## src/rtl/logic_axi4_stream_arbiter.sv

```systemverilog
// rtl/logic_axi4_stream_arbiter.sv - packet-granular round-robin arbiter onto one registered stream sink
module logic_axi4_stream_arbiter #(
    parameter int INPUTS   = 2,
    parameter int WIDTH    = 1,
    parameter int ID_WIDTH = $clog2(INPUTS)
) (
    input  logic                      aclk,
    input  logic                      areset_n,
    input  logic [INPUTS-1:0]         rx_tvalid,
    input  logic [INPUTS-1:0]         rx_tlast,
    input  logic [INPUTS*WIDTH-1:0]   rx_tdata,
    output logic [INPUTS-1:0]         rx_tready,
    output logic                      tx_tvalid,
    output logic                      tx_tlast,
    output logic [WIDTH-1:0]          tx_tdata,
    output logic [ID_WIDTH-1:0]       tx_tid,
    input  logic                      tx_tready
);

    typedef enum logic {IDLE, LOCKED} state_t;

    state_t              state;
    logic [ID_WIDTH-1:0] grant;
    logic [ID_WIDTH-1:0] pointer;
    logic [ID_WIDTH-1:0] next_grant;
    logic [ID_WIDTH-1:0] grant_wrap;
    logic [ID_WIDTH-1:0] hi_idx;
    logic [ID_WIDTH-1:0] lo_idx;
    logic                hi_found;
    logic                lo_found;
    logic                can_load;
    logic                accept;
    logic                sel_tvalid;
    logic                sel_tlast;
    logic [WIDTH-1:0]    sel_tdata;

    assign can_load = !tx_tvalid || tx_tready;

    // Ready is a function of state and the output register only, never of rx_tvalid.
    always_comb begin
        rx_tready  = '0;
        sel_tdata  = '0;
        sel_tlast  = 1'b0;
        sel_tvalid = 1'b0;
        for (int i = 0; i < INPUTS; i++) begin
            if (grant == ID_WIDTH'(i)) begin
                rx_tready[i] = (state == LOCKED) && can_load;
                sel_tdata    = rx_tdata[i*WIDTH +: WIDTH];
                sel_tlast    = rx_tlast[i];
                sel_tvalid   = rx_tvalid[i];
            end
        end
    end

    assign accept = sel_tvalid && (state == LOCKED) && can_load;

    // Circular search: first requester at or above pointer, else the lowest one.
    always_comb begin
        hi_found = 1'b0;
        lo_found = 1'b0;
        hi_idx   = '0;
        lo_idx   = '0;
        for (int i = 0; i < INPUTS; i++) begin
            if (rx_tvalid[i] && !lo_found) begin
                lo_found = 1'b1;
                lo_idx   = ID_WIDTH'(i);
            end
            if (rx_tvalid[i] && !hi_found && (ID_WIDTH'(i) >= pointer)) begin
                hi_found = 1'b1;
                hi_idx   = ID_WIDTH'(i);
            end
        end
        next_grant = hi_found ? hi_idx : lo_idx;
    end

    assign grant_wrap = (grant == ID_WIDTH'(INPUTS - 1)) ? '0 : grant + ID_WIDTH'(1);

    always_ff @(posedge aclk or negedge areset_n) begin
        if (!areset_n) begin
            state     <= IDLE;
            grant     <= '0;
            pointer   <= '0;
            tx_tvalid <= 1'b0;
            tx_tlast  <= 1'b0;
            tx_tdata  <= '0;
            tx_tid    <= '0;
        end else begin
            case (state)
                IDLE: begin
                    if (lo_found) begin
                        grant <= next_grant;
                        state <= LOCKED;
                    end
                end
                LOCKED: begin
                    if (accept && sel_tlast) begin
                        state   <= IDLE;
                        pointer <= grant_wrap;
                    end
                end
                default: state <= IDLE;
            endcase

            if (accept) begin
                tx_tvalid <= 1'b1;
                tx_tdata  <= sel_tdata;
                tx_tlast  <= sel_tlast;
                tx_tid    <= grant;
            end else if (can_load) begin
                tx_tvalid <= 1'b0;
            end
        end
    end

    a_ready_onehot: assert property (@(posedge aclk) disable iff (!areset_n)
        $onehot0(rx_tready));

    a_tx_stable: assert property (@(posedge aclk) disable iff (!areset_n)
        (tx_tvalid && !tx_tready) |=>
        (tx_tvalid && $stable(tx_tdata) && $stable(tx_tlast) && $stable(tx_tid)));

endmodule
```

## config.mk

```make
export PLATFORM = sky130hd
export DESIGN_NAME = logic_axi4_stream_arbiter
export DESIGN_NICKNAME = d
export VERILOG_FILES = /design/src/rtl/logic_axi4_stream_arbiter.sv
export SDC_FILE = /design/constraint.sdc
export NUM_CORES = 1
export LEC_CHECK = 0
export ABC_CLOCK_PERIOD_IN_PS = 1500
export CAP_MARGIN = 20
export CELL_PAD_IN_SITES_DETAIL_PLACEMENT = 2
export CELL_PAD_IN_SITES_GLOBAL_PLACEMENT = 2
export CORE_MARGIN = 2
export CORE_UTILIZATION = 24
export DETAILED_ROUTE_END_ITERATION = 16
export HOLD_SLACK_MARGIN = 0.05
export PLACE_DENSITY_LB_ADDON = 0.1
export SETUP_SLACK_MARGIN = 0.1
export SYNTH_ARGS = -nofsm -noshare
export SYNTH_HDL_FRONTEND = slang
export SYNTH_SLANG_ARGS = --single-unit
```

## constraint.sdc

```tcl
create_clock -name aclk -period 1.5 [get_ports aclk]
set_input_delay 0.225 -clock aclk [delete_from_list [all_inputs] [get_ports aclk]]
set_output_delay 0.225 -clock aclk [all_outputs]
set_load 0.01 [all_outputs]
```

==> qor.yml, run 1 <==
synthesis:
  synth_top_family_by_area: "simple AND/OR/NAND/NOR gates"
  synth.avg_cell_area_sq_um: 12.47
  syn_nets: 40
  ys.warnings.count: 0
  synth-compound-area-share_pct: 14.56
  synthCells: 31
  synth_fa_ha_area_share_pct: 0
  muxShareOfSynthArea_pct: 14.56
  ys_seq_area_share_pct: 45.31
  synth_area_sq_um: 386.6
  synth-xor-area-share_pct: 0
  yosysUniqueCellTypes: 21
  synth-simple-area-share_pct: 19.74
  synth-seq-cells: 7
setup_path:
  cp_max_fo: 6
  cp-start-kind: "flip-flop"
  critPathArrivalTime_ns: 1.48
  ff2ff_setup_slack_ns: 0.16
  reg2reg_to: "tx_tlast"
  cp-end-kind: "flip-flop"
  critPathKind: "reg2reg"
  required_ns: 1.64
  rr_worst_depth: 4
  reg2reg_from: "grant"
outcome:
  status: "finished, final reports clean"
sta:
  fmax_mhz: 747.2
  fin_crit_ns: 1.338
  slew_violations: 0
  worst_pin_slew_ns: 0.3608
  setup_viol: 0
  fin_crit_sh_pct: 89.22
  rsz0062_at_grt: "no"
  whs_ns: 0.2462
  skew_ns: 0.002713
  max-slew-margin-rel_pct: 75.87
  tns_ns: 0
  finalHoldViolations: 0
power:
  p_per_area_mw_per_mm2: 1901
  irDropWorstVdd_mv: 0.5710
  finalPower_w: 0.001113
  power.leakage_nw: 0.3012
placed_design:
  numPortBuffers: 14
  dp.cells: 64
  gp_congestion: 0.8240
  dpl_cell_area_sq_um: 565.5
  hpwl_um: 789.7
layout:
  nFillCells: 168
  area_delta_synth_final_pct: 51.46
  final_cells: 68
  nets: 62
  final_area_sq_um: 585.6
  diodes: 0
  drive_above_1_share_pct: 34.62
floorplanning:
  ios: 15
  coreArea_sq_mm: 0.001506
  start_util_pct: 25.66
  die_x_um: 44.14
  die_y_um: 44.14
  rows: 14
  dieArea_sq_mm: 0.001948
drt:
  drc: 0
  viasPerCell: 4.853
  drtAntennaViolNets: 0
  vias: 330
  dr.pass1.iters: 1
  drt_iter0_markers: 0
  routed_wl_um: 1028
  routedWlPerCell_um: 15.12
global_routing:
  overflow: 0
  use_met3_pct: 3.265
  gr-usage-all-layers_pct: 12.04
  grt_pass1_vias: 358
  grt.met2_usage_pct: 20.59
  grt_max_degree: 8
  antenna_found_initial: 0
  top_usage_layer: "met2"
  use_met1_pct: 13.20
  grt_pass1_wl_um: 1635
clock_tree:
  postCtsSetupBuffers: 0
  cts_max_level: 1
  cts_resized: 8
  clk_pin_slew_ns: 0.05
  clockRootBuffer: "clkbuf_4"
  clockBufferDepth: 2
  cts_tree: "built"
  cts_inserted_buffers: 3
  hold_buffers: 0
  clk_latency_ns: 0.25
  cts.sinks: 7
hold_path:
  hold_class: "in2async"
job:
  maxCapViolCount: 0
## worst max-delay path by stage
stage	from	endpoint	depth (start not counted)
final	grant	tx_tlast	4
after global routing	grant	tx_tlast	4
after floorplan	grant	tx_tdata	4
after detailed placement	tx_tready	rx_tready[0]	5
after CTS	tx_tready	rx_tready[0]	5
after global placement	tx_tready	rx_tready[1]	4
## cell type report
class | instances | area (sq um) | area share [%]
Multi-Input combinational cell | 21 | 188.9 | 32.26
Sequential cell | 7 | 176.4 | 30.13
Timing Repair Buffer | 19 | 170.2 | 29.06
Clock buffer | 4 | 26.28 | 4.487
Tap cell | 16 | 20.02 | 3.419
Inverter | 1 | 3.754 | 0.6410
## sequential cells by signal, summed over array words and instances, names as in the netlist
name	flops
grant	1
tx_tvalid	1
pointer	1
state	1
tx_tdata	1
tx_tlast	1
tx_tid	1
## synthesized netlist by cell type (all sizes together)
cell type | n | area, sq um
dfrtp | 7 | 175.2
mux2 | 4 | 56.30
nand2 | 3 | 11.26
buf | 2 | 18.77
nand2b | 2 | 20.02
nand3 | 2 | 22.52
a21bo | 1 | 10.01
a21oi | 1 | 5.000
a22o | 1 | 8.760
a31o | 1 | 8.760
a31oi | 1 | 6.260
and3 | 1 | 6.260
inv | 1 | 3.750
nand4 | 1 | 12.51
nor2 | 1 | 3.750
o2bb2ai | 1 | 8.760
o31a | 1 | 8.760
## cell families after synthesis
group	after synthesis
compound gates	7
buf+inv	3
flops	7
mux	4
simple gates	10
## power by group
part	total (W)	internal, W	switching [W]
sequential	0.000367	0.000285	0.0000820
combinational	0.000571	0.000325	0.000246
clock	0.000176	0.000102	0.0000737
total	0.00111	0.000712	0.000401
## metrics by stage
stage	utilization, %	worst slack, ns
detailed placement	37.54	-0.2148
CTS	39.29	0.09238
global route	38.87	0.1205
global placement	37.54	-0.2012
finish	38.87	0.1617
floorplan	-	0.1964
## placed cells by master (no fill, tap or decap), drive strengths merged
| cell | n |
|---|---|
| a21bo | 1 |
| a21oi | 1 |
| a22o | 1 |
| a31o | 1 |
| a31oi | 1 |
| and3 | 1 |
| buf | 7 |
| clkbuf | 4 |
| clkdlybuf4s50 | 8 |
| dfrtp | 7 |
| dlygate4sd2 | 2 |
| dlymetal6s2s | 2 |
| inv | 1 |
| mux2 | 4 |
| nand2 | 3 |
| nand2b | 2 |
| nand3 | 2 |
| nand4 | 1 |
| nor2 | 1 |
| o2bb2ai | 1 |
| o31a | 1 |
## worst max-delay path, stage by stage, from the launching register on
cell     delay, ns
dfrtp_2       0.45
buf_4         0.16
mux2_4        0.29
nand4_2       0.11
a21bo_1       0.21
## metal layers
layer / wire length (um) / up-vias / part of all wire, %
li1: - / 156 / -
met4: 17 / 0 / 1.7
met2: 522 / 13 / 51
met3: 77 / 2 / 7.5
met1: 411 / 159 / 40
met5: 0 / - / 0
Note: power is estimated with default switching activity, not from simulation.
==> run 2: changes to the inputs <==
ABC_CLOCK_PERIOD_IN_PS = 1400   (was 1500)
CORE_ASPECT_RATIO = 1.2   (was not set)
CTS_CLUSTER_DIAMETER = 150   (was not set)
clock period = 1.4 ns   (was 1.5 ns; I/O delays follow)
==> qor.yml, run 2 (synthesis results as in run 1) <==
setup_path:
  critical_path.top_delay_family: "flip-flops"  # unchanged
  required_ns: 1.55  # was 1.64 ns
  cp_slowest_cell: "dfrtp_2"  # unchanged
  ff2ff_setup_slack_ns: 0.11  # was 0.16 ns
  cp-end-kind: "flip-flop"  # unchanged
  cp_cell_sequence: "buf_6 > mux2_4 > nand4_4 > a21bo_1"  # was buf_4 > mux2_4 > nand4_2 > a21bo_1
  path_buf_inv: 1  # unchanged
  worst_path_largest_cell_delay_ns: 0.44  # was 0.45 ns
  critPathArrivalTime_ns: 1.45  # was 1.48 ns
  cp-start-kind: "flip-flop"  # unchanged
  cp_max_fo: 4  # was 6
  critPathKind: "reg2reg"  # unchanged
placed_design:
  dp.cells: 66  # was 64
  dpl_cell_area_sq_um: 574.3  # was 565.5 sq um
  numPortBuffers: 14  # unchanged
  gp_congestion: 0.7705  # was 0.8240
floorplanning:
  die_x_um: 40.64  # was 44.14 um
  die_y_um: 47.97  # was 44.14 um
  rows: 15  # was 14
  start_util_pct: 26.08  # was 25.66%
  dieArea_sq_mm: 0.001949  # was 0.001948 sq mm
  coreArea_sq_mm: 0.001483  # was 0.001506 sq mm
  ios: 15  # unchanged
layout:
  multiInputGateArea_sq_um: 197.7  # was 188.9 sq um
  final_cell_mix: "7 x clkdlybuf4s50_1, 7 x buf_4, 6 x dfrtp_1"  # was 8 x clkdlybuf4s50_1, 6 x dfrtp_1, 5 x buf_4
  final_cells: 72  # was 68
  final_area_sq_um: 616.8  # was 585.6 sq um
  regArea_sq_um: 176.4  # unchanged
  drive_above_1_share_pct: 38.18  # was 34.62%
  nets: 65  # was 62
  area_delta_synth_final_pct: 59.55  # was 51.46%
  nFillCells: 174  # was 168
  diodes: 0  # unchanged
hold_path:
  hold_class: "in2async"  # unchanged
sta:
  fmax_mhz: 773.9  # was 747.2 MHz
  fin_crit_ns: 1.292  # was 1.338 ns
  skew_ns: 0.005973  # was 0.002713 ns
  fin_crit_sh_pct: 92.30  # was 89.22%
  slew_violations: 0  # unchanged
  finalHoldViolations: 0  # unchanged
  max-slew-margin-rel_pct: 75.78  # was 75.87%
  worst_pin_slew_ns: 0.3622  # was 0.3608 ns
  setup_viol: 0  # unchanged
  rsz0062_at_grt: "yes"  # was no
drt:
  drc: 0  # unchanged
  dr.pass1.iters: 3  # was 1
  drtAntennaViolNets: 0  # unchanged
  routed_wl_um: 1174  # was 1028 um
  vias: 347  # was 330
  viasPerCell: 4.819  # was 4.853
  drt_iter0_markers: 3  # was 0
  routedWlPerCell_um: 16.31  # was 15.12 um
job:
  maxCapViolCount: 0  # unchanged
power:
  power.leakage_nw: 0.3041  # was 0.3012 nW
  comb_power_share_pct: 54.5  # was 51.3%
  switching_power_w: 0.0004859  # was 0.0004015 W
  power_frac_clock_pct: 15.7  # was 15.8%
  irDropWorstVdd_mv: 0.6613  # was 0.5710 mV
  power.internal_w: 0.0008127  # was 0.0007117 W
  switching_share_pct: 37.42  # was 36.07%
  seqPwrFrac_pct: 29.8  # was 33.0%
  p_per_area_mw_per_mm2: 2105  # was 1901 mW/mm^2
  finalPower_w: 0.001299  # was 0.001113 W
global_routing:
  grt_max_degree: 8  # unchanged
  grt_pass1_wl_um: 1863  # was 1635 um
  antenna_found_initial: 0  # unchanged
  overflow: 0  # unchanged
  gr-usage-all-layers_pct: 16.43  # was 12.04%
  grt_pass1_vias: 370  # was 358
clock_tree:
  cts.sinks: 7  # unchanged
  clk_latency_ns: 0.27  # was 0.25 ns
  clockRootBuffer: "clkbuf_4"  # unchanged
  clockBufferDepth: 2  # unchanged
  cts_tree: "built"  # unchanged
  cts_max_level: 1  # unchanged
  clk_pin_slew_ns: 0.06  # was 0.05 ns
  cts_inserted_buffers: 3  # unchanged
outcome:
  status: "finished, final reports clean"  # unchanged
-- run 2: worst paths after layout --
check / start / endpoint / cells past startpoint
max: grant / tx_tlast / 4
min: areset_n / tx_tid / 1
max reg2reg: grant / tx_tlast / 4
min reg2reg: tx_tlast / tx_tlast / 1
max in group asynchronous: areset_n / grant / 1
min in group aclk: tx_tready / tx_tvalid / 4
-- run 2: final cells by class --
cell class / count / area share (%)
repair buffers: 22 / 31.03
inverters: 1 / 0.6085
clock buffers: 4 / 4.260
multi-input cells: 21 / 32.05
flip-flops and latches: 7 / 28.60
well taps: 17 / 3.448
-- run 2: per-stage QoR --
step                util (%)  setup WS (ns)  hold WS [ns]  TNS, ns
global route           41.60        0.05138        0.2284        0
finish                 41.60         0.1078        0.2151        0
CTS                    40.93         0.1037        0.2177        0
detailed placement     38.73        -0.2994        0.4784  -0.7527
global placement       38.73        -0.2621        0.4711  -0.6001
floorplan                  -         0.1188      -0.08559        0
-- run 2: power groups by stage --
stage	logic [W]	clock network, W	registers, W
6_report	0.000708	0.000204	0.000387
5_1_grt	0.000767	0.000222	0.000403
4_1_cts	0.000703	0.000211	0.000391
3_5_place_dp	0.000718	0	0.000389
3_3_place_gp	0.000689	0	0.000377
2_1_floorplan	0.000399	0	0.000384
-- run 2: what timing repair did --
| action | in CTS | in global routing |
|---|---|---|
| setup buffers | 1 | 1 |
| cloned | 0 | 0 |
| setup endpoints to repair | 8 | 4 |
| gates resized for setup | 15 | 1 |
| hold buffers | 0 | 0 |
| pin swaps | 1 | 0 |
-- run 2: worst register-to-register path: stages, from the launching register on --
cell and delay [ns]:
dfrtp_2 0.44, buf_6 0.14, mux2_4 0.31, nand4_4 0.08
a21bo_1 0.21
-- run 2: layer usage --
layer	track usage (%)	wire length, um	up-vias
met1	16.43	423	167
met5	0	0	-
met3	4.186	76	4
li1	-	-	160
met2	26.67	635	16
met4	16.00	38	0
==> run 3: changes to the inputs <==
HOLD_SLACK_MARGIN = 0.08   (was 0.05)
==> results of run 3 <==
Same layout as run 2: the final DEF is identical, and so are final timing and power.
